$ cat src/rtl/decode_queue.sv
// Instruction decode byte queue: consume from the head and refill from the fetch word in the same cycle.
// Define DECODE_LEN_LIMIT_EN to compile in the instruction-length cap and the sticky dec_len_fault flag.
module decode_queue #(
   parameter int BUF_BYTES   = 12,
   parameter int FETCH_BYTES = 8,
   parameter int MAX_INSN    = 15,
   parameter int CW          = $clog2(BUF_BYTES + 1),
   parameter int FW          = $clog2(FETCH_BYTES + 1)
) (
   input  logic                     clk,
   input  logic                     rst,
   input  logic                     dec_reset,
   input  logic [FW-1:0]            fetch_valid,
   input  logic [8*FETCH_BYTES-1:0] fetch,
   input  logic [3:0]               prefix_count,
   input  logic [CW-1:0]            consume_count,
   output logic [FW-1:0]            dec_acceptable,
   output logic [8*BUF_BYTES-1:0]   decoder,
   output logic [CW-1:0]            decoder_count,
   output logic                     dec_empty,
   output logic                     dec_full,
   output logic                     dec_len_fault
);

   logic [8*BUF_BYTES-1:0] decoder_q, decoder_d, shifted;
   logic [CW-1:0]          count_q, count_d;
   logic                   fault_w;
   int                     cnt, eff, aft, acc, accd, fv;

`ifdef DECODE_LEN_LIMIT_EN
   logic fault_q;
   logic fault_set;
   int   used;

   assign fault_w = fault_q;
`else
   logic unused_prefix;

   assign fault_w       = 1'b0;
   assign unused_prefix = ^prefix_count;
`endif

   always_comb begin
      cnt = int'(count_q);
      fv  = int'(fetch_valid);
      eff = (int'(consume_count) > cnt) ? cnt : int'(consume_count);
      aft = cnt - eff;
      acc = BUF_BYTES - aft;
      if (acc > FETCH_BYTES) acc = FETCH_BYTES;
`ifdef DECODE_LEN_LIMIT_EN
      used = int'(prefix_count) + aft;
      if (used >= MAX_INSN) acc = 0;
      else if (acc > MAX_INSN - used) acc = MAX_INSN - used;
`endif
      if (rst || dec_reset || fault_w) acc = 0;
      accd = (fv < acc) ? fv : acc;

      // Bytes past the surviving count are rebuilt from fetch or zeroed, so stale data never lingers.
      shifted   = decoder_q >> (8 * eff);
      decoder_d = '0;
      for (int i = 0; i < BUF_BYTES; i++) begin
         if (i < aft)
            decoder_d[8*i +: 8] = shifted[8*i +: 8];
         else if (i < aft + accd)
            decoder_d[8*i +: 8] = fetch[8*(i-aft) +: 8];
      end
      count_d = CW'(aft + accd);
   end

   assign dec_acceptable = FW'(acc);

   always_ff @(posedge clk) begin
      if (rst || dec_reset) begin
         decoder_q <= '0;
         count_q   <= '0;
      end else begin
         decoder_q <= decoder_d;
         count_q   <= count_d;
      end
   end

`ifdef DECODE_LEN_LIMIT_EN
   // Fault looks at the registered count, so it flags an instruction that has already outgrown the limit.
   assign fault_set = ((int'(prefix_count) + int'(count_q)) >= MAX_INSN) && (consume_count == '0);

   always_ff @(posedge clk) begin
      if (rst || dec_reset) fault_q <= 1'b0;
      else if (fault_set)   fault_q <= 1'b1;
   end
`endif

   assign decoder       = decoder_q;
   assign decoder_count = count_q;
   assign dec_empty     = (count_q == '0);
   assign dec_full      = (count_q == CW'(BUF_BYTES));
   assign dec_len_fault = fault_w;

endmodule

$ cat config.mk
export PLATFORM = sky130hd
export DESIGN_NAME = decode_queue
export DESIGN_NICKNAME = d
export VERILOG_FILES = /design/src/rtl/decode_queue.sv
export SDC_FILE = /design/constraint.sdc
export NUM_CORES = 1
export LEC_CHECK = 0
export BUFFER_PORTS_ARGS = -buffer_cell sky130_fd_sc_hd__buf_2
export CELL_PAD_IN_SITES_DETAIL_PLACEMENT = 1
export CELL_PAD_IN_SITES_GLOBAL_PLACEMENT = 2
export CORE_ASPECT_RATIO = 0.7
export CORE_UTILIZATION = 38
export CTS_BUF_LIST = sky130_fd_sc_hd__clkbuf_16
export DETAILED_ROUTE_END_ITERATION = 10
export PLACE_DENSITY_LB_ADDON = 0.15
export SYNTH_ARGS = -nofsm -noshare
export SYNTH_HDL_FRONTEND = slang
export SYNTH_SLANG_ARGS = --single-unit
$ cat constraint.sdc
create_clock -name clk -period 18.5 [get_ports clk]
set_clock_uncertainty 0.1 [all_clocks]
set_input_delay 2.775 -clock clk [delete_from_list [all_inputs] [get_ports clk]]
set_output_delay 2.775 -clock clk [all_outputs]
set_load 0.02 [all_outputs]
* Word level (Yosys, flattened, before mapping)
Cells that the tools add are included.
** Word-level totals
- Bits in registers :: 100
- Bits in latches :: 0
- Bits in writable memories :: 0
- Memory bits (read-only) :: 0
- Output and inout port bits :: 107
- Word-level logic and storage cells :: 88
- Memories :: 0
** Operators by class
- $add $sub $neg :: 15
- Multipliers :: 0
- Divide/modulo/power cells :: 0
- $lt $le $gt $ge :: 27
- Equal/unequal tests :: 1
- Shift operators :: 13
- Mux-type cells :: 28
- Bitwise operators :: 0
- Reduce and logical (&&, ||, !) cells :: 2
** Operators by type and width (count)
- 64-bit by 9-bit variable part select with 8-bit output :: 12
- 8-bit two-way mux :: 24
- 4-bit by 32-bit less-than comparator with 1-bit output (first input constant) :: 4
- 5-bit by 32-bit less-than comparator with 1-bit output (first input constant) :: 4
- 32-bit two-way mux :: 3
- 96-bit by 7-bit >> shifter with 96-bit output :: 1
- 3-bit by 32-bit less-than comparator with 1-bit output (first input constant) :: 2
- 5-bit by 32-bit adder with 32-bit output :: 1
- 1-bit by 32-bit less-than comparator with 1-bit output (first input constant) :: 1
- 2-bit by 32-bit less-than comparator with 1-bit output (first input constant) :: 1
- 5-bit by 32-bit less-than comparator with 1-bit output :: 1
- 5-bit by 5-bit subtractor with 6-bit output (first input constant) :: 5
- 4-bit by 5-bit subtractor with 6-bit output (first input constant) :: 4
- 4-bit by 5-bit less-than comparator with 1-bit output (first input constant) :: 4
- 5-bit less-than comparator (first input constant) :: 4
- 3-bit by 5-bit subtractor with 6-bit output (first input constant) :: 2
- 3-bit by 5-bit less-than comparator with 1-bit output (first input constant) :: 2
- 6-bit by 5-bit greater-than comparator with 1-bit output (second input constant) :: 1
- 1-bit by 5-bit subtractor with 6-bit output (first input constant) :: 1
- 2-bit by 5-bit subtractor with 6-bit output (first input constant) :: 1
- 1-bit by 5-bit less-than comparator with 1-bit output (first input constant) :: 1
- 2-bit by 5-bit less-than comparator with 1-bit output (first input constant) :: 1
- 4-bit by 4-bit subtractor with 5-bit output :: 1
- 4-bit equality test (second input constant) :: 1
- other kinds (4) :: 4

* Depth between registers and ports, before layout
- Depth after elaboration :: 13
- Mapped depth :: 56

* Worst setup path after synthesis
Ideal clock, no wire load.
- Kind :: input port to flip-flop
- From :: in consume_count[1]
- To :: reg decoder_q[13], in the netlist decoder[13]
- Data arrival time :: 12.813 ns
- Path slack :: 5.468 ns
- Stages on the path :: 47
- Buffers on the path :: 7
- Path through :: ha_1 > nor2b_1 > o211a_1 > o21ai_4 > mux2i_4 > inv_2 > buf_4 > buf_2 > buf_2 > ha_1 > inv_1 > ha_1 > clkbuf_1 > clkbuf_1 > buf_1 > inv_1 > ha_1 > a221o_1 > [11 not listed] > o31ai_1 > ha_1 > a21o_1 > a21oi_1 > nor2b_1 > o21ai_0 > nand2b_1 > a21oi_1 > fa_1 > inv_1 > fa_1 > nor4bb_1 > nand4_1 > a211oi_2 > nand2_1 > o2111ai_1 > nor3_1 > o221a_2
** On the way
- Longest elaborated chain between the ends :: 13
- Elaborated cells between the ends (all ways) :: 17
** RTL lines
- start, declared :: line 16 : input logic [CW-1:0] consume_count,
- 4-bit greater-than comparator :: line 46 : eff = (int'(consume_count) > cnt) ? cnt : int'(consume_count);
- 4-bit two-way mux (*) :: line 46
- 4-bit by 4-bit subtractor with 5-bit output (*) :: line 47 : aft = cnt - eff;
- 5-bit by 5-bit subtractor with 6-bit output (*) :: line 48 : acc = BUF_BYTES - aft;
- 6-bit by 5-bit greater-than comparator with 1-bit output :: line 49 : if (acc > FETCH_BYTES) acc = FETCH_BYTES;
- 32-bit two-way mux (*) :: line 49
- 32-bit two-way mux (*) :: line 55 : if (rst || dec_reset || fault_w) acc = 0;
- via dec_acceptable[2] :: line 17 : output logic [FW-1:0] dec_acceptable,
- 5-bit by 32-bit less-than comparator with 1-bit output :: line 56 : accd = (fv < acc) ? fv : acc;
- 32-bit two-way mux (*) :: line 56
- 5-bit by 32-bit adder with 32-bit output (*)
- 2-bit by 32-bit less-than comparator with 1-bit output (*) :: line 64 : else if (i < aft + accd)
- 8-bit two-way mux (*) :: line 64
- 8-bit two-way mux (*) :: line 62 : if (i < aft)
- end signal, assigned :: line 77 : decoder_q <= decoder_d;
- end, declared :: line 25 : logic [8*BUF_BYTES-1:0] decoder_q, decoder_d, shifted;
The timed path passes the listed nets; every way through them passes the cells marked *.
A chain may end at the register's enable or synchronous reset.

* Worst setup path in the final report
- From :: in consume_count[1]
- To :: reg decoder_q[34], in the netlist decoder[34]
** On the way
- Longest elaborated chain between the ends :: 13
- Elaborated cells between the ends (all ways) :: 17
** RTL lines (line)
- 4-bit greater-than comparator :: 46
- 4-bit two-way mux (*) :: 46
- 4-bit by 4-bit subtractor with 5-bit output :: 47
- 5-bit by 5-bit subtractor with 6-bit output :: 48
- 6-bit by 5-bit greater-than comparator with 1-bit output :: 49
- 32-bit two-way mux :: 49
- 32-bit two-way mux :: 55
- 5-bit by 32-bit less-than comparator with 1-bit output :: 56
- 32-bit two-way mux :: 56
- 5-bit by 32-bit adder with 32-bit output
- 4-bit by 32-bit less-than comparator with 1-bit output :: 64
- 8-bit two-way mux :: 64
- 8-bit two-way mux (*) :: 62
Every way passes the cells marked *; elsewhere a longest branch is shown, timed or not.

==> flow_summary.ini <==
[outcome]
status = complete, no violations

[sta]
finalHoldViolCount = 0
post-route-period-util_pct = 78.9
slew_headroom_pct = 12.2
setup_tns_ns = 0
fin_crit_ns = 14.60
slew_viol_final = 0
rsz0062_at_grt = false
clock.fmax_mhz = 68.5
tightest_slew_ns = 1.32
finalSetupViolCount = 0

[clock_tree]
cts_max_level = 3
max-clock-path-buffers = 2
post_cts_resize_count = 0
numCtsBuffers = 9
tritoncts = built
cts_hold_buf = 0
clock-sinks = 100
clkLatencyLatePin_ns = 0.38
cts.clk_slew.worst_paths_ns = 0.09
cts-root-buf = clkbuf_16
cts_setup_buffers = 0

[worst_hold_path]
hold-path-cell-count = 2
hp-class = reg2reg

[yosys]
synth_top_family_by_area = multiplexers
ys_async_sr_fraction_pct = 0
synth_cell_type_count = 89
mappedNetlistNets = 1376
yosysWarnings = 0
synth_area_leaders = dfxtp_1, mux2i_1, mux4_2
syn_inst = 1246
synth_edf_count = 0
yosys.area.top_type = dfxtp_1
synthSimpleGateAreaFrac_pct = 17.3
ys_ff_latch = 100
synth_xor_area_share_pct = 1.66
syn_area_um2 = 10800
ys_seq_area_share_pct = 18.5
yosys.area.top_type_share_pct = 18.5
synth_ff_type = dfxtp_1
muxShareOfSynthArea_pct = 28.9
syn_avg_cell_area_um2 = 8.70
synthAdderAreaFrac_pct = 7.36
synth_compound_area_share_pct = 21.2

[critical_path]
cp-start-kind = primary input
crit_fanout = 46
r2r_setup_slack_ns = 5.77
worstPathArrival_ns = 14.72
crit_path_end_kind = flop
ff2ff_path_depth = 46
crit_type = in2reg
slowest_stage = o2111ai_1
crit_required_ns = 18.61
max_stage_delay_ns = 1.13

[floorplan]
rows = 51
die_x_um = 204
die_h_um = 143
coreArea_um2 = 27900
io_pins = 186
start_util_pct = 38.8
dieArea_um2 = 29200

[global_route]
grt_pass1_vias = 10700
grt_antenna_before_repair = 0
grt.overflow.total = 0
grt_pass1_wl_um = 74000
grt_usage_pct = 34.9
grt_start_max_net_pins = 77

[detailed_routing]
first_pass_iters = 6
via_per_inst = 6.57
vias = 11400
drcViolationCount = 0
ant_nets = 0
routed_wl_um = 51200
avgRoutedWirePerCell_um = 29.4
initialDrtViolationCount = 1436

[placement]
gp_congestion = 0.914
portBuffers = 180
dp_hpwl_um = 38500

[finish]
syn_to_final_growth_pct = 13.2
nNetsFinal = 1495
drive_gt1_share_pct = 23.9
antenna_cells = 0

[flow_run]
cap_violations = 0
## worst max-delay path, delay by kind of cell
kind,cells,cell delay (ns)
AOI/OAI and AO/OA,15,4.79
and+or+nand+nor,16,3.39
adders and majority gates,7,2.03
muxes,1,0.28
buffers and inverters,8,1.36
## synth_stat cells, types with 5 or more instances
| cell | number |
|---|---|
| buf_2 | 20 |
| o22ai_1 | 27 |
| o2bb2ai_1 | 10 |
| o21a_1 | 10 |
| clkbuf_1 | 48 |
| a222oi_1 | 5 |
| nor3_1 | 18 |
| nand2_1 | 149 |
| mux2_2 | 14 |
| o32ai_1 | 8 |
| buf_4 | 8 |
| nand2b_1 | 8 |
| a21o_1 | 9 |
| fa_1 | 20 |
| inv_2 | 5 |
| nand4_1 | 8 |
| o21ai_1 | 9 |
| nor2_1 | 71 |
| or3_1 | 7 |
| o22a_1 | 8 |
| a31oi_1 | 24 |
| a32o_1 | 11 |
| and2_1 | 14 |
| mux2i_1 | 152 |
| nor3b_1 | 5 |
| nor2b_1 | 16 |
| buf_1 | 10 |
| inv_1 | 32 |
| and3_1 | 17 |
| xnor2_1 | 13 |
| a221oi_1 | 12 |
| dfxtp_1 | 100 |
| a22oi_1 | 16 |
| o21ai_0 | 44 |
| ha_1 | 31 |
| a22o_1 | 7 |
| nand3_1 | 45 |
| o32a_1 | 9 |
| a21oi_1 | 80 |
| mux4_2 | 63 |
## through the flow
stage / instances / hold WS [ns] / util (%) / area [µm²] / worst slack [ns]
finish: 1741 / 0.465 / 43.9 / 12300 / 3.90
global route: 1741 / 0.488 / 43.9 / 12300 / 3.27
CTS: 1741 / 0.467 / 43.9 / 12300 / 4.12
detailed placement: 1725 / 0.450 / 42.9 / 12000 / 3.76
global placement: 1725 / 0.439 / 42.9 / 12000 / 3.94
floorplan: 1246 / 0.503 / - / 10800 / 5.47
## layout by cell type, fill, tap and decap left out, types with 17 or more instances in the layout
cell     instances
buf_2          180
a21oi_1         80
nor3_1          17
dfxtp_1        100
nor2_1          70
o21ai_0         44
o22ai_1         27
and3_1          17
nand2_1        149
mux4_2          63
mux2i_1        151
inv_1           32
nand3_1         45
ha_1            29
a31oi_1         24
fa_1            20
## logic make-up after synthesis
family | Yosys count
compound gates | 332
xor+xnor | 18
flops | 100
fa+ha+maj | 52
buf+inv | 127
mux | 231
other cells | 1
simple gates | 385
## per-layer routing
| layer | vias to the layer above | GRT usage [%] | share of wire [%] |
|---|---|---|---|
| met5 | - | 2.21 | 0.17 |
| met4 | 2 | 5.03 | 0.92 |
| met3 | 41 | 13.0 | 14 |
| met2 | 692 | 44.1 | 38 |
| met1 | 5705 | 54.7 | 47 |
| li1 | 4991 | - | - |
## final cells by class
type,count,area [µm²]
fill,3356,15700
multi-input combinational,1019,8340
sequential,100,2000
timing repair buffer,196,1020
tap,371,464
clock buffer,9,225
inverter,39,149
clock inverter,7,67.6
## final timing paths
path	start	endpoint
setup reg to reg	decoder_count[2]	decoder[34]
hold reg to reg	decoder[4]	decoder[4]
setup / recovery	consume_count[1]	decoder[34]
hold / removal	decoder[4]	decoder[4]
## sequential cells by signal (all words and copies together), names as in the netlist
register / flops
decoder: 96
decoder_count: 4
Power is left out: the tool's default activity adds up to more than one toggle a clock period on the data nets, which glitch-free logic cannot reach.
